--- src/rtl/rv_pkg.sv ---
// Shared RV32/RV64 decode definitions for the load/store stage.
// Holds the opcode and funct3 constants, the LSU FSM state type, the access
// width type and small decode helpers used by lsu_stage and lsu_align.
package rv_pkg;

   localparam logic [6:0] OPC_LOAD   = 7'b0000011;
   localparam logic [6:0] OPC_STORE  = 7'b0100011;
   localparam logic [6:0] OPC_OP     = 7'b0110011;
   localparam logic [6:0] OPC_OP_IMM = 7'b0010011;
   localparam logic [6:0] OPC_LUI    = 7'b0110111;
   localparam logic [6:0] OPC_AUIPC  = 7'b0010111;
   localparam logic [6:0] OPC_JAL    = 7'b1101111;
   localparam logic [6:0] OPC_JALR   = 7'b1100111;
   localparam logic [6:0] OPC_SYSTEM = 7'b1110011;

   localparam logic [2:0] FN3_LB  = 3'b000;
   localparam logic [2:0] FN3_LH  = 3'b001;
   localparam logic [2:0] FN3_LW  = 3'b010;
   localparam logic [2:0] FN3_LD  = 3'b011;
   localparam logic [2:0] FN3_LBU = 3'b100;
   localparam logic [2:0] FN3_LHU = 3'b101;
   localparam logic [2:0] FN3_LWU = 3'b110;

   localparam logic [2:0] FN3_SB = 3'b000;
   localparam logic [2:0] FN3_SH = 3'b001;
   localparam logic [2:0] FN3_SW = 3'b010;
   localparam logic [2:0] FN3_SD = 3'b011;

   typedef enum logic [1:0] {StIdle, StReq, StWait} lsu_state_t;

   // Encoding matches funct3[1:0] of loads and stores.
   typedef enum logic [1:0] {WidthB, WidthH, WidthW, WidthD} width_t;

   function automatic width_t fn3_width(input logic [2:0] fn3);
      return width_t'(fn3[1:0]);
   endfunction

   function automatic logic is_misaligned(input width_t width, input logic [2:0] addr);
      logic mis;
      unique case (width)
         WidthB: mis = 1'b0;
         WidthH: mis = addr[0];
         WidthW: mis = |addr[1:0];
         WidthD: mis = |addr[2:0];
         default: mis = 1'b0;
      endcase
      return mis;
   endfunction

   // Doubleword and LWU encodings exist only on RV64.
   function automatic logic mem_fn3_ok(input logic is_load, input logic [2:0] fn3,
                                       input logic wide);
      logic ok;
      if (is_load) begin
         unique case (fn3)
            FN3_LB, FN3_LH, FN3_LW, FN3_LBU, FN3_LHU: ok = 1'b1;
            FN3_LD, FN3_LWU:                          ok = wide;
            default:                                  ok = 1'b0;
         endcase
      end else begin
         unique case (fn3)
            FN3_SB, FN3_SH, FN3_SW: ok = 1'b1;
            FN3_SD:                 ok = wide;
            default:                ok = 1'b0;
         endcase
      end
      return ok;
   endfunction

   function automatic logic is_passthru(input logic [6:0] opc);
      return (opc == OPC_OP) || (opc == OPC_OP_IMM) || (opc == OPC_LUI) ||
             (opc == OPC_AUIPC) || (opc == OPC_JAL) || (opc == OPC_JALR) ||
             (opc == OPC_SYSTEM);
   endfunction

endpackage

--- src/rtl/lsu_align.sv ---
// Byte-lane alignment for the load/store stage (purely combinational).
//   offset_i : byte offset of the access within the bus word
//   fn3_i    : load/store funct3 (width in [1:0], unsigned-load flag in [2])
//   wdata_i  : store data (rs2), rdata_i : raw bus read data
//   be_o     : store byte enables, wdata_o : store data replicated on all lanes
//   rdata_o  : load lane extracted from rdata_i and sign/zero extended
module lsu_align
   import rv_pkg::*;
#(
   parameter int unsigned XLEN = 32,
   localparam int unsigned BEW = XLEN / 8,
   localparam int unsigned OFFW = $clog2(BEW)
) (
   input  logic [OFFW-1:0] offset_i,
   input  logic [2:0]      fn3_i,
   input  logic [XLEN-1:0] wdata_i,
   input  logic [XLEN-1:0] rdata_i,
   output logic [BEW-1:0]  be_o,
   output logic [XLEN-1:0] wdata_o,
   output logic [XLEN-1:0] rdata_o
);

   width_t          width;
   logic [XLEN-1:0] shifted;

   assign width = fn3_width(fn3_i);

   // Store side: the unit is replicated into every lane, enables pick the live lanes.
   always_comb begin
      be_o    = '0;
      wdata_o = '0;
      for (int i = 0; i < int'(BEW); i++) begin
         be_o[i] = (i >= int'(offset_i)) && (i < int'(offset_i) + (1 << int'(width)));
         unique case (width)
            WidthB: wdata_o[8*i +: 8] = wdata_i[7:0];
            WidthH: wdata_o[8*i +: 8] = wdata_i[8*(i%2) +: 8];
            WidthW: wdata_o[8*i +: 8] = wdata_i[8*(i%4) +: 8];
            WidthD: wdata_o[8*i +: 8] = wdata_i[8*i +: 8];
            default: wdata_o[8*i +: 8] = 8'h00;
         endcase
      end
   end

   assign shifted = rdata_i >> {offset_i, 3'b000};

   // Load side: fill with the sign bit unless the unsigned flag is set.
   always_comb begin
      rdata_o = '0;
      unique case (width)
         WidthB: begin
            rdata_o      = {XLEN{shifted[7] & ~fn3_i[2]}};
            rdata_o[7:0] = shifted[7:0];
         end
         WidthH: begin
            rdata_o       = {XLEN{shifted[15] & ~fn3_i[2]}};
            rdata_o[15:0] = shifted[15:0];
         end
         WidthW: begin
            rdata_o       = {XLEN{shifted[31] & ~fn3_i[2]}};
            rdata_o[31:0] = shifted[31:0];
         end
         WidthD: rdata_o = shifted;
         default: rdata_o = '0;
      endcase
   end

endmodule

--- src/rtl/lsu_stage.sv ---
// Load/store pipeline stage between execute and writeback.
// Non-memory ops pass through in one cycle; aligned loads/stores go out on a
// req/gnt + rvalid bus; misaligned accesses and bus timeouts complete with a flag.
//   i_clk, i_rst                : clock, synchronous active-high reset
//   i_valid/o_ready             : execute handshake (i_instr, i_alu, i_rs2)
//   i_halt, i_taken_branch      : freeze acceptance, flush
//   o_mem_* / i_mem_*           : memory bus (request, grant, read response)
//   o_valid, o_instr, o_wb_data : one-cycle writeback pulse
//   o_misalign, o_err           : status, qualified by o_valid
module lsu_stage
   import rv_pkg::*;
#(
   parameter int unsigned XLEN    = 32,
   parameter int unsigned TIMEOUT = 255
) (
   input  logic              i_clk,
   input  logic              i_rst,
   input  logic              i_valid,
   output logic              o_ready,
   input  logic [31:0]       i_instr,
   input  logic [XLEN-1:0]   i_alu,
   input  logic [XLEN-1:0]   i_rs2,
   input  logic              i_halt,
   input  logic              i_taken_branch,
   output logic              o_mem_req,
   input  logic              i_mem_gnt,
   output logic              o_mem_we,
   output logic [XLEN-1:0]   o_mem_addr,
   output logic [XLEN/8-1:0] o_mem_be,
   output logic [XLEN-1:0]   o_mem_wdata,
   input  logic              i_mem_rvalid,
   input  logic [XLEN-1:0]   i_mem_rdata,
   output logic              o_valid,
   output logic [31:0]       o_instr,
   output logic [XLEN-1:0]   o_wb_data,
   output logic              o_misalign,
   output logic              o_err
);

   localparam int unsigned BEW  = XLEN / 8;
   localparam int unsigned OFFW = $clog2(BEW);
   localparam int unsigned CNTW = $clog2(TIMEOUT + 1);

   lsu_state_t      state_q, state_d;
   logic [31:0]     txn_instr_q, txn_instr_d;
   logic [OFFW-1:0] off_q, off_d;
   logic            flushed_q, flushed_d;
   logic [CNTW-1:0] cnt_q, cnt_d;
   logic            mem_we_q, mem_we_d;
   logic [XLEN-1:0] mem_addr_q, mem_addr_d;
   logic [BEW-1:0]  mem_be_q, mem_be_d;
   logic [XLEN-1:0] mem_wdata_q, mem_wdata_d;
   logic            valid_q, valid_d;
   logic [31:0]     instr_q, instr_d;
   logic [XLEN-1:0] wb_data_q, wb_data_d;
   logic            misalign_q, misalign_d;
   logic            err_q, err_d;

   logic [6:0]      opc;
   logic [2:0]      fn3;
   logic            is_load, is_store, is_mem, misaligned, accept, timeout_hit;
   logic [OFFW-1:0] al_off;
   logic [2:0]      al_fn3;
   logic [BEW-1:0]  al_be;
   logic [XLEN-1:0] al_wdata, al_rdata;

   assign opc        = i_instr[6:0];
   assign fn3        = i_instr[14:12];
   assign is_load    = (opc == OPC_LOAD) && mem_fn3_ok(1'b1, fn3, XLEN == 64);
   assign is_store   = (opc == OPC_STORE) && mem_fn3_ok(1'b0, fn3, XLEN == 64);
   assign is_mem     = is_load || is_store;
   assign misaligned = is_misaligned(fn3_width(fn3), i_alu[2:0]);
   assign o_ready    = (state_q == StIdle) && !i_halt;
   assign accept     = i_valid && o_ready && !i_taken_branch;
   // >= rather than == so a grant taken on the last allowed cycle still times out in WAIT.
   assign timeout_hit = (32'(cnt_q) + 32'd1) >= TIMEOUT;

   // One aligner serves both directions: IDLE uses the incoming op, WAIT the held one.
   assign al_off = (state_q == StIdle) ? i_alu[OFFW-1:0] : off_q;
   assign al_fn3 = (state_q == StIdle) ? fn3 : txn_instr_q[14:12];

   lsu_align #(
      .XLEN(XLEN)
   ) u_align (
      .offset_i(al_off),
      .fn3_i   (al_fn3),
      .wdata_i (i_rs2),
      .rdata_i (i_mem_rdata),
      .be_o    (al_be),
      .wdata_o (al_wdata),
      .rdata_o (al_rdata)
   );

   always_comb begin
      state_d     = state_q;
      txn_instr_d = txn_instr_q;
      off_d       = off_q;
      flushed_d   = flushed_q;
      cnt_d       = cnt_q;
      mem_we_d    = mem_we_q;
      mem_addr_d  = mem_addr_q;
      mem_be_d    = mem_be_q;
      mem_wdata_d = mem_wdata_q;
      valid_d     = 1'b0;
      instr_d     = '0;
      wb_data_d   = '0;
      misalign_d  = 1'b0;
      err_d       = 1'b0;

      unique case (state_q)
         StIdle: begin
            if (accept) begin
               if (is_mem && !misaligned) begin
                  state_d     = StReq;
                  txn_instr_d = i_instr;
                  off_d       = i_alu[OFFW-1:0];
                  flushed_d   = 1'b0;
                  cnt_d       = '0;
                  mem_we_d    = is_store;
                  mem_addr_d  = {i_alu[XLEN-1:OFFW], {OFFW{1'b0}}};
                  mem_be_d    = al_be;
                  mem_wdata_d = is_store ? al_wdata : '0;
               end else begin
                  valid_d    = 1'b1;
                  instr_d    = i_instr;
                  misalign_d = is_mem;
                  wb_data_d  = (!is_mem && is_passthru(opc)) ? i_alu : '0;
               end
            end
         end
         StReq: begin
            if (i_taken_branch) begin
               state_d = StIdle;
            end else if (i_mem_gnt) begin
               cnt_d = cnt_q + CNTW'(1);
               if (mem_we_q) begin
                  state_d = StIdle;
                  valid_d = 1'b1;
                  instr_d = txn_instr_q;
               end else begin
                  state_d = StWait;
               end
            end else if (timeout_hit) begin
               state_d = StIdle;
               valid_d = 1'b1;
               instr_d = txn_instr_q;
               err_d   = 1'b1;
            end else begin
               cnt_d = cnt_q + CNTW'(1);
            end
         end
         StWait: begin
            if (i_mem_rvalid) begin
               state_d   = StIdle;
               valid_d   = !flushed_q;
               instr_d   = txn_instr_q;
               wb_data_d = al_rdata;
            end else if (timeout_hit) begin
               state_d = StIdle;
               valid_d = !flushed_q;
               instr_d = txn_instr_q;
               err_d   = 1'b1;
            end else begin
               cnt_d = cnt_q + CNTW'(1);
               if (i_taken_branch) flushed_d = 1'b1;
            end
         end
         default: state_d = StIdle;
      endcase

      // A flush kills whatever pulse was decided this cycle; dead pulses carry no payload.
      if (i_taken_branch || !valid_d) begin
         valid_d    = 1'b0;
         instr_d    = '0;
         wb_data_d  = '0;
         misalign_d = 1'b0;
         err_d      = 1'b0;
      end
   end

   always_ff @(posedge i_clk) begin
      if (i_rst) begin
         state_q     <= StIdle;
         txn_instr_q <= '0;
         off_q       <= '0;
         flushed_q   <= 1'b0;
         cnt_q       <= '0;
         mem_we_q    <= 1'b0;
         mem_addr_q  <= '0;
         mem_be_q    <= '0;
         mem_wdata_q <= '0;
         valid_q     <= 1'b0;
         instr_q     <= '0;
         wb_data_q   <= '0;
         misalign_q  <= 1'b0;
         err_q       <= 1'b0;
      end else begin
         state_q     <= state_d;
         txn_instr_q <= txn_instr_d;
         off_q       <= off_d;
         flushed_q   <= flushed_d;
         cnt_q       <= cnt_d;
         mem_we_q    <= mem_we_d;
         mem_addr_q  <= mem_addr_d;
         mem_be_q    <= mem_be_d;
         mem_wdata_q <= mem_wdata_d;
         valid_q     <= valid_d;
         instr_q     <= instr_d;
         wb_data_q   <= wb_data_d;
         misalign_q  <= misalign_d;
         err_q       <= err_d;
      end
   end

   assign o_mem_req   = (state_q == StReq);
   assign o_mem_we    = mem_we_q;
   assign o_mem_addr  = mem_addr_q;
   assign o_mem_be    = mem_be_q;
   assign o_mem_wdata = mem_wdata_q;
   assign o_valid     = valid_q;
   assign o_instr     = instr_q;
   assign o_wb_data   = wb_data_q;
   assign o_misalign  = misalign_q;
   assign o_err       = err_q;

endmodule

--- config.mk ---
export PLATFORM = sky130hd
export DESIGN_NAME = lsu_stage
export DESIGN_NICKNAME = d
export VERILOG_FILES = /design/src/rtl/rv_pkg.sv /design/src/rtl/lsu_align.sv /design/src/rtl/lsu_stage.sv
export SDC_FILE = /design/constraint.sdc
export NUM_CORES = 1
export LEC_CHECK = 0
export ABC_CLOCK_PERIOD_IN_PS = 3100
export CAP_MARGIN = 20
export CORE_ASPECT_RATIO = 1.4
export CORE_MARGIN = 2
export CORE_UTILIZATION = 44
export CTS_BUF_LIST = sky130_fd_sc_hd__clkbuf_8
export DETAILED_ROUTE_END_ITERATION = 10
export HOLD_SLACK_MARGIN = 0.02
export PLACE_DENSITY_LB_ADDON = 0.25
export SETUP_SLACK_MARGIN = 0.15
export SLEW_MARGIN = 20
export SYNTH_ARGS = -nofsm -noshare
export SYNTH_HDL_FRONTEND = slang
export SYNTH_SLANG_ARGS = --single-unit
--- constraint.sdc ---
create_clock -name i_clk -period 3.1 [get_ports i_clk]
set_clock_uncertainty 0.05 [all_clocks]
set_input_delay 0.31 -clock i_clk [delete_from_list [all_inputs] [get_ports i_clk]]
set_output_delay 0.31 -clock i_clk [all_outputs]
set_load 0.1 [all_outputs]
==> impl_metrics.csv, run 1 <==
group,metric,value,unit
status,status,"complete, no violations",
layout,post_layout_net_count,1471,
power_and_ir_drop,pwr_density_cell,360,nW/µm²
global_route,grt_first_pass_wirelength,46300,µm
layout,layout-drive-gt1-share,14.4,%
drt,drtPass1Iterations,6,
placement,dp.final_hpwl,20600,µm
die,std_cell_core_area,20400,µm²
worst_setup_path,crit_path_end_kind,"flop",
worst_hold_path,worst_hold_path.num_cells,2,
drt,routed-via-count,9004,
clock_network,holdBufCountCts,0,
worst_setup_path,slowest_stage,"dfxtp_1",
placement,finalWeightedCongestion,0.892,
global_route,grt_use_total,26.1,%
worst_setup_path,worst-endpoint-required,3.44,ns
layout,n_antenna_cell,0,
worst_setup_path,slowest_delay,0.52,ns
yosys,synth.avg_cell_area,8.32,µm²
sta,setup_viol_count_final,0,
drt,routed_wl,29100,µm
worst_setup_path,worst_ep_arrival,3.14,ns
worst_hold_path,min-delay-path-class,"input port to flop",
drt,antenna_left,0,
worst_setup_path,critical_path_class,"flop to flop",
power_and_ir_drop,peakVddDrop,0.283,mV
worst_setup_path,worstPathMaxFanout,31,
yosys,synth.mux.area_fraction,7.19,%
die,die_width,126,µm
yosys,ys_types,81,
clock_network,postCtsSetupBuffers,0,
clock_network,clk_transition_reported_paths,0.11,ns
clock_network,tritoncts,"done",
drt,drt_iter0_markers,637,
die,initial_cell_density_of_the_core,44.6,%
placement,portbufs,270,
yosys,synth_seq_area_share,39.4,%
yosys,synth_enable_flop_cells,0,
sta,timing.final.crit_period,2.79,ns
sta,final_max_slew_viol_count,0,
global_route,vias_in_the_first_global_route,8718,
die,io_pins,273,
clock_network,clkSinkCount,179,
drt,post_drt_wl_per_cell,18.2,µm
worst_setup_path,rr_endpoint,"o_instr[16]",
die,fp.dieArea,21900,µm²
power_and_ir_drop,p_leak,0.00465,µW
sta,worst-slew-pin-transition,1.01,ns
yosys,synth_compound_gate_area_share,25.0,%
sta,hold_viol_final,0,
die,row_count,62,
sta,max_freq,0.358,GHz
clock_network,root_buffer,"clkbuf_8",
yosys,async_s_r_ff_share_synth,0,%
worst_setup_path,timing.critical_path.cells,"ha_1 > and4_1 > nand4b_1 > o221a_2 > o31ai_4 > buf_4 > o211ai_1 > a21oi_1",
worst_setup_path,worst-r2r-cell-count,8,
flow_run,max_cap_violations,0,
sta,rsz_0062_raised_after_global_routing,"true",
placement,postPlaceCellArea,11900,µm²
yosys,dominantRegCellSynth,"dfxtp_1",
sta,setup-tns-final,0,ns
clock_network,cts_buffers,17,
worst_setup_path,r2r_setup_slack,0.31,ns
drt,detail_route.drc_violations,0,
worst_hold_path,worst_hold_path.endpoint,"txn_instr_q[1]",
global_route,grt_antenna_before_repair,0,
drt,vias_per_cell,5.65,
yosys,adder_cell_fraction_of_synth_area,1.46,%
yosys,syn_inst,1095,
sta,slew-limit-headroom,32.7,%
yosys,ys_ff_latch,179,
die,die_h,174,µm
clock_network,depth_of_the_cts_h_tree,4,
sta,period_share,90.1,%
worst_setup_path,start_kind,"flop",
global_route,overflow,0,
layout,finish.instance_area,12300,µm²
yosys,mappedNetlistArea,9110,µm²
yosys,synth_top_family_by_area,"compound AO/OA/AOI/OAI gates",
worst_setup_path,reg2reg_from,"cnt_q[0]",
worst_hold_path,timing.hold.worst.start,"i_rst",
global_route,grt_start_max_net_pins,76,
yosys,yosys_warnings,0,
clock_network,clock_path_buffers,2,
yosys,synth_xor_area_share,0.371,%
yosys,synth_simple_gate_area_share,21.3,%
layout,area_growth_syn_to_layout,35.4,%
clock_network,worstSkewPairLatency,0.47,ns
==> power by group <==
| group | internal (µW) | leakage, µW | switching, µW |
|---|---|---|---|
| clock | 617 | 0.000198 | 970 |
| sequential | 2300 | 0.00144 | 0.317 |
| combinational | 261 | 0.00301 | 287 |
| total | 3180 | 0.00465 | 1260 |
==> worst max path at each step <==
stage                     startpoint         endpoint  slack [ns]  cells past startpoint
after detailed placement    i_alu[1]      o_mem_be[2]        0.06                      8
after global placement      i_alu[1]      o_mem_be[1]        0.19                      8
after floorplan           state_q[0]  txn_instr_q[13]        0.16                     11
after global routing      state_q[1]      o_mem_be[2]        0.14                     13
final                       cnt_q[0]      o_instr[16]        0.31                      8
after CTS                 state_q[1]      o_mem_be[2]        0.14                     10
==> synth_stat cells, drive strengths merged (2+ instances only) <==
library cell / number / area (µm²)
dfxtp: 179 / 3580
nand2: 171 / 647
a21oi: 140 / 701
o21ai: 69 / 345
nor3: 57 / 452
nor2: 54 / 210
clkbuf: 53 / 200
mux2i: 47 / 474
buf: 42 / 240
a22oi: 39 / 293
o211ai: 39 / 293
and2: 35 / 219
a21o: 32 / 240
nand3: 17 / 97.6
and3: 11 / 73.8
inv: 11 / 41.3
ha: 9 / 113
mux4: 7 / 158
nor2b: 6 / 37.5
a31oi: 5 / 31.3
or2: 5 / 31.3
nand4: 4 / 25.0
nor3b: 4 / 30.0
nor4: 4 / 25.0
a211oi: 3 / 27.5
o21a: 3 / 22.5
o31ai: 3 / 41.3
a2111oi: 2 / 25.0
a211o: 2 / 17.5
a221oi: 2 / 35.0
a32oi: 2 / 17.5
and3b: 2 / 17.5
clkinv: 2 / 7.51
mux2: 2 / 22.5
nand2b: 2 / 12.5
o221a: 2 / 22.5
o311ai: 2 / 35.0
o31a: 2 / 17.5
or3: 2 / 17.5
xnor2: 2 / 25.0
==> worst max-delay path: cells and delay by family, from the launching register on <==
family | cells | cell delay [ns]
AND/OR/NAND/NOR | 2 | 0.43
adder cells (fa/ha/maj) | 1 | 0.43
AO/OA/AOI/OAI | 4 | 0.85
buffers and inverters | 1 | 0.41
flip-flops | 1 | 0.52
==> metal layers <==
| metal | part of all wire [%] | wire, µm | global-route usage (%) |
|---|---|---|---|
| met1 | 40 | 11700 | 31.6 |
| met2 | 49 | 14200 | 43.8 |
| met3 | 6.7 | 1960 | 5.60 |
| met4 | 4.2 | 1210 | 12.5 |
| met5 | 0 | 0 | 0 |
==> stage by stage <==
step / utilization (%) / hold WS [ns] / power, µW / instances / setup WS [ns]
global placement: 58.5 / 0.388 / 2890 / 1563 / 0.189
floorplan: - / 0.383 / 2610 / 1096 / 0.159
finish: 60.4 / 0.200 / 4430 / 1595 / 0.306
global route: 60.4 / 0.192 / 4600 / 1595 / 0.143
CTS: 60.4 / 0.173 / 4480 / 1595 / 0.138
detailed placement: 58.5 / 0.393 / 2890 / 1563 / 0.0636
==> sequential cells by signal (all words and copies together) (netlist names), 2 cells and up <==
| signal | count |
|---|---|
| o_wb_data | 32 |
| o_instr | 32 |
| o_mem_addr | 30 |
| o_mem_be | 4 |
| txn_instr_q | 32 |
| cnt_q | 8 |
| off_q | 2 |
| state_q | 2 |
| o_mem_wdata | 32 |
==> final cells by class <==
type | instances | area, µm²
multi-input combinational | 809 | 5090
timing repair buffer | 306 | 2910
clock inverter | 14 | 131
clock buffer | 18 | 248
inverter | 13 | 48.8
sequential | 179 | 3580
tap | 256 | 320
fill | 1810 | 8070
==> timing repair <==
| item | 4_1_cts | 5_1_grt |
|---|---|---|
| setup endpoints to repair | 1 | 27 |
| gates resized for setup | 0 | 5 |
| pin swaps | 0 | 0 |
==> placed cells by master (no fill, tap or decap), types with 7 or more instances in the layout <==
| master | Yosys | routed |
|---|---|---|
| dfxtp_1 | 179 | 179 |
| and3_1 | 10 | 10 |
| nor3_2 | 31 | 33 |
| inv_1 | 10 | 10 |
| buf_4 | 6 | 83 |
| clkdlybuf4s50_1 | 0 | 218 |
| o21ai_0 | 68 | 67 |
| a21o_1 | 32 | 31 |
| ha_1 | 9 | 8 |
| clkbuf_8 | 0 | 18 |
| nand3_1 | 16 | 16 |
| a22oi_1 | 39 | 39 |
| nor3_1 | 25 | 23 |
| nor2_1 | 53 | 53 |
| and2_1 | 35 | 35 |
| nand2_1 | 169 | 169 |
| o211ai_1 | 39 | 39 |
| a21oi_1 | 140 | 140 |
| mux2i_1 | 46 | 45 |
| mux4_2 | 7 | 7 |
==> kinds of logic (layout without fill, tap and decap cells) <==
| family | Yosys count | after routing |
|---|---|---|
| and+or+nand+nor | 379 | 379 |
| AOI/OAI and AO/OA | 359 | 359 |
| buffers and inverters | 108 | 351 |
| xor gates and xnor gates | 3 | 3 |
| adders and majority gates | 10 | 10 |
| DFF | 179 | 179 |
| muxes | 56 | 56 |
| other | 1 | 2 |
Note: power is estimated with default switching activity, not from simulation.
==> run 2, diff against run 1 <==
PLACE_DENSITY = 0.76   (was default)
PLACE_DENSITY_LB_ADDON = default   (was 0.25)
==> impl_metrics.csv, run 2 (synthesis results as in run 1) <==
group,metric,value,unit
status,status,"complete, no violations",
placement,post-place-ws,0.168,ns
sta,period_share,87.0,%
worst_setup_path,r2r_setup_slack,0.40,ns
drt,routed_wl,29800,µm
clock_network,tritoncts,"done",
die,initial_cell_density_of_the_core,44.6,%
layout,post_layout_net_count,1477,
global_route,grt_use_total,26.3,%
placement,dp.final_hpwl,21200,µm
sta,setup-tns-final,0,ns
placement,portbufs,270,
clock_network,clkSinkCount,179,
power_and_ir_drop,pwr_density_cell,370,nW/µm²
layout,mostFrequentLayoutCells,"clkdlybuf4s50_1, dfxtp_1, nand2_1",
die,die_width,126,µm
drt,detail_route.drc_violations,0,
sta,final_critical_path_setup_slack,0.402,ns
worst_setup_path,worst_ep_arrival,2.98,ns
drt,antenna_left,0,
drt,drt_iter0_markers,691,
sta,rsz_0062_raised_after_global_routing,"false",
global_route,overflow,0,
drt,vias_per_cell,5.66,
power_and_ir_drop,p_leak,0.00467,µW
sta,hold_slack,0.327,ns
die,io_pins,273,
global_route,grt_antenna_before_repair,1,
global_route,met1_usage,31.4,%
global_route,grt_start_max_net_pins,64,
clock_network,holdBufCountCts,0,
layout,layout-drive-gt1-share,14.2,%
worst_hold_path,worst_hold_path.endpoint,"cnt_q[6]",
worst_setup_path,worstPathMaxFanout,32,
die,std_cell_core_area,20400,µm²
global_route,vias_in_the_first_global_route,8724,
sta,final_max_slew_viol_count,0,
flow_run,max_cap_violations,0,
worst_hold_path,min-delay-path-class,"input port to flop",
sta,max_freq,0.371,GHz
worst_setup_path,start_kind,"flop",
clock_network,depth_of_the_cts_h_tree,4,
drt,drtPass1Iterations,5,
power_and_ir_drop,peakVddDrop,0.216,mV
sta,slew-limit-headroom,31.9,%
global_route,met2_resource_use_gr,45.2,%
die,fp.dieArea,21900,µm²
global_route,grt.met3_usage,5.54,%
clock_network,worstSkewPairLatency,0.47,ns
global_route,grt.busiest_layer,"met2",
clock_network,clock_path_buffers,2,
power_and_ir_drop,finalPower,4610,µW
worst_setup_path,worst-endpoint-required,3.38,ns
clock_network,clk_transition_reported_paths,0.10,ns
drt,post_drt_wl_per_cell,18.6,µm
placement,finalWeightedCongestion,0.870,
worst_setup_path,reg2reg_from,"cnt_q[0]",
layout,area_growth_syn_to_layout,36.9,%
sta,worst-slew-pin-transition,1.02,ns
layout,num-fill-cells,1821,
die,die_h,174,µm
sta,hold_viol_final,0,
clock_network,root_buffer,"clkbuf_8",
worst_setup_path,worst-r2r-cell-count,10,
clock_network,cts_buffers,17,
worst_setup_path,rr_endpoint,"o_wb_data[0]",
global_route,grt_first_pass_wirelength,46800,µm
worst_setup_path,crit_path_end_kind,"flop",
die,row_count,62,
worst_setup_path,critical_path_class,"flop to flop",
drt,routed-via-count,9069,
sta,timing.final.crit_period,2.70,ns
layout,most_common_cell_after_layout_fill_and_taps_aside,"clkdlybuf4s50_1",
sta,setup_viol_count_final,0,
worst_hold_path,timing.hold.worst.start,"i_rst",
worst_hold_path,worst_hold_path.num_cells,6,
-- run 2: changes by cell type in the layout (fill, tap and decap cells not counted), moves of 2 or more --
| cell | before | now |
|---|---|---|
| clkinvlp_4 | 0 | 4 |
| clkdlybuf4s50_1 | 218 | 225 |
| buf_4 | 83 | 81 |
| inv_8 | 5 | 3 |
| clkinv_4 | 4 | 0 |
| bufinv_16 | 0 | 3 |
-- run 2: power by group --
| part | total (µW) | switching (µW) | internal, µW |
|---|---|---|---|
| Sequential | 2300 | 0.343 | 2300 |
| Combinational | 555 | 289 | 265 |
| Clock | 1760 | 937 | 820 |
| Total | 4610 | 1230 | 3380 |
-- run 2: how the worst max path moves through the flow --
stage | end | depth (start not counted) | from
final | o_wb_data[0] | 10 | cnt_q[0]
after global routing | o_mem_be[2] | 12 | state_q[1]
after CTS | o_instr[24] | 9 | cnt_q[0]
after detailed placement | o_wb_data[30] | 9 | state_q[1]
after global placement | o_instr[24] | 9 | cnt_q[0]
after floorplan | txn_instr_q[13] | 11 | state_q[0]
-- run 2: timing repair --
item                                   in CTS  in global routing
setup endpoints to repair                   1                 97
gates cloned                                0                  0
pin swaps                                   0                  2
setup buffers                               0                  3
endpoints found under the hold margin       0                  0
resized for setup                           1                  3
-- run 2: through the flow --
step	instances	util (%)	area, µm²
after detailed placement	1566	58.8	12000
final	1602	61.1	12500
after global placement	1566	58.8	12000
after global routing	1602	61.1	12500
after CTS	1598	60.9	12400
after floorplan	1096	-	9120
-- run 2: per-layer routing --
| metal | up-vias | share of wire (%) |
|---|---|---|
| met5 | - | 0 |
| met4 | 0 | 4.0 |
| met3 | 68 | 5.7 |
| met2 | 333 | 50 |
| met1 | 4287 | 40 |
| li1 | 4381 | - |
-- run 2: critical path, cell delays in order, from the launching register on --
cell      delay, ns
dfxtp_1        0.50
inv_1          0.10
ha_1           0.33
nor2_1         0.05
o211ai_1       0.16
a21o_1         0.19
buf_4          0.18
o311ai_4       0.14
a221oi_4       0.45
buf_12         0.28
nor3_1         0.09
-- run 2: final cells by class --
cell class	count	area (µm²)	area share [%]
clock inverter	15	193	1.55
antenna	1	2.50	0.0201
clock buffer	17	234	1.88
tap	256	320	2.57
inverter	13	48.8	0.391
multi-input combinational	809	5110	41.0
timing repair buffer	312	2980	23.9
sequential	179	3580	28.7
==> edit: new RTL, settings of run 1 <==
Reset style: asynchronous (`i_rst`), changed in one clocked block. Comments in the files are not updated.
--- a/src/rtl/lsu_stage.sv
+++ b/src/rtl/lsu_stage.sv
@@ -178,7 +178,7 @@
       end
    end
 
-   always_ff @(posedge i_clk) begin
+   always_ff @(posedge i_clk or posedge i_rst) begin
       if (i_rst) begin
          state_q     <= StIdle;
          txn_instr_q <= '0;
Check against the original RTL: differs if i_rst is asserted again (counterexample within 4 cycles, from zero or initial values and one cycle with i_rst high); with i_rst held inactive, the same outputs for 4 cycles.
==> edit against run 1 <==
Synthesized cell count is 17% lower; sequential cell count did not move; largest cell class is now registers; critical path depth is 2 lower; wire length decreased by 8.4%; synthesized area decreased by 4.0%; setup slack better by 0.055 ns; total power up 8.3%; sequential power rose by 4%; highest routed layer is now met5; first-iteration DRC count down 39%; design area shrank 2.1%; maximum frequency up 2.0%; clock power increased by 8%.
==> edit: results (changes against run 1) <==
* Initial antenna violation count at 1 (was 0)
* Max stage delay cell, worst path: or4_4 (was dfxtp_1)
* Ys async rst share at 100% (was 0%)
* Share of cells above drive strength 1 at 15.8% (was 14.4%)
* WL final at 26600 um (was 29100 um)
* Post-DR wirelength/cell at 18.7 um (was 18.2 um)
* Sequential-to-total area share from yosys stat at 51.3% (was 39.4%)
* Outcome: finished clean (unchanged)
* Worst slew pin tran at 0.993 ns (was 1.01 ns)
* Critical path arrival at 3.06 ns (was 3.14 ns)
* Crit-path max cell delay at 0.56 ns (was 0.52 ns)
* Number of global-route vias before repair at 7771 (was 8718)
* First-pass DRT Iterations at 7 (was 6)
* Worst r2r path cells at 6 (was 8)
* Setup Buffers After CTS at 0 (unchanged)
* Final HPWL from detailed placement at 19100 um (was 20600 um)
* Hold slack at 0.234 ns (was 0.200 ns)
* Grt ovf at 0 (unchanged)
* Top cells by area, synth: dfrtp_1, nand2_1, a22oi_1, mux2i_1, o21ai_0 (was dfxtp_1, a21oi_1, nand2_1, mux2i_1, o21ai_0)
* Worst Hold Class: in -> async (was in -> reg)
* Tmin final at 2.74 ns (was 2.79 ns)
* First-pass GRT wire length at 41200 um (was 46300 um)
* Cell area after placement at 11600 um2 (was 11900 um2)
* Max clock buf depth at 2 (unchanged)
* Layout area overhead at 38.1% (was 35.4%)
* # nets final at 1304 (was 1471)
* Avg Cell Area, Syn at 9.67 um2 (was 8.32 um2)
* Starting DRT DRC Count at 387 (was 637)
* Reg-to-reg setup timing slack at 0.36 ns (was 0.31 ns)
* Overall Global Routing Usage at 25.5% (was 26.1%)
* Max-cap violations at 0 (unchanged)
* Max FO, Critical Path at 7 (was 31)
* Routability congestion estimate at 0.872 (was 0.892)
* Htree depth at 4 (unchanged)
* Worst-Skew Late Latency at 0.47 ns (about the same)
* CTS buffer count at 17 (unchanged)
* CTS clk-pin slew, worst paths at 0.09 ns (was 0.11 ns)
* Fill count at 1695 (was 1810)
* Kind of critical path: reg -> reg (unchanged)
* Setup WS pre-CTS at 0.236 ns (was 0.0636 ns)
* Yosys warnings at 0 (unchanged)
* Placed Cells incl. Taps at 1393 (was 1563)
* Maximum number of pins on one net before global-route repair at 124 (was 76)
* Most instantiated cells after synthesis: nand2_1, dfrtp_1, a22oi_1, o21ai_0, mux2i_1 (was dfxtp_1, nand2_1, a21oi_1)
* Netlist cell types at 67 (was 81)
* Crit Reg-Reg Endpoint: cnt_q[6] (was o_instr[16])
* Worst R2R Start: cnt_q[2] (was cnt_q[0])
* Leakage power at 5.56 nW (was 4.65 nW)
* Detail-routed via count per cell at 5.52 (was 5.65)
* Peak supply drop at 297 uV (was 283 uV)
* Primary FF master, synth: dfrtp_1 (was dfxtp_1)
[edit: cell count changes after synthesis, moves of 20 or more]
cell / before / now
nor2_1: 53 / 24
o211ai_1: 39 / 5
a22oi_1: 39 / 63
dfxtp_1: 179 / 0
a21oi_1: 140 / 22
dfrtp_1: 0 / 179
a21o_1: 32 / 4
nand2_1: 169 / 234
and2_1: 35 / 8
buf_2: 30 / 10
[edit: worst max-delay path: cells and delay by family, from the launching register on]
family	cells	cell delay, ns
flops	1	0.49
simple gates	2	0.74
compound gates	4	1.35
[edit: cells by family after synthesis]
kind of cell             count (synthesis)  share of synthesized area, %
AO/OA/AOI/OAI                          203                          15.4
AND/OR/NAND/NOR                        372                          20.2
flip-flops                             179                          51.3
buffers and inverters                   84                          4.22
other                                    1                        0.0429
XOR/XNOR                                 2                         0.200
adder cells (fa/ha/maj)                  9                          1.37
multiplexers                            54                          7.24
[edit: report_power, final]
| group | leakage [nW] | total, mW | internal (mW) | switching (mW) |
|---|---|---|---|---|
| clock | 0.206 | 1.71 | 0.797 | 0.911 |
| combinational | 2.86 | 0.703 | 0.296 | 0.407 |
| sequential | 2.49 | 2.39 | 2.36 | 0.0280 |
[edit: worst max-delay path by stage]
stage          startpoint     endpoint  cells after the start
2_1_floorplan  state_q[0]  o_mem_be[1]                     11
3_3_place_gp   state_q[0]  o_mem_be[1]                     10
3_5_place_dp   state_q[0]  o_mem_be[1]                     10
4_1_cts        state_q[0]  o_mem_be[1]                     10
5_1_grt        state_q[1]  o_mem_be[2]                     12
6_report         cnt_q[2]     cnt_q[6]                      6
[edit: per-layer routing]
metal | track usage [%] | routed length [um] | vias to the layer above
li1 | - | - | 3680
met1 | 31.2 | 10700 | 3835
met2 | 41.5 | 13100 | 296
met3 | 7.13 | 1800 | 61
met4 | 11.6 | 1020 | 2
met5 | 0 | 13 | -
[edit: cell type report]
cell class / instances / area share, %
Multi-Input combinational cell: 642 / 32.8
Clock inverter: 12 / 1.20
Antenna cell: 1 / 0.0207
Clock buffer: 20 / 2.28
Sequential cell: 179 / 37.1
Tap cell: 252 / 2.61
Inverter: 19 / 0.653
Timing Repair Buffer: 301 / 23.3
[edit: what timing repair did]
item / in CTS / in global routing
gates resized for setup: 0 / 5
hold buffers: 0 / 0
setup endpoints to repair: 0 / 114
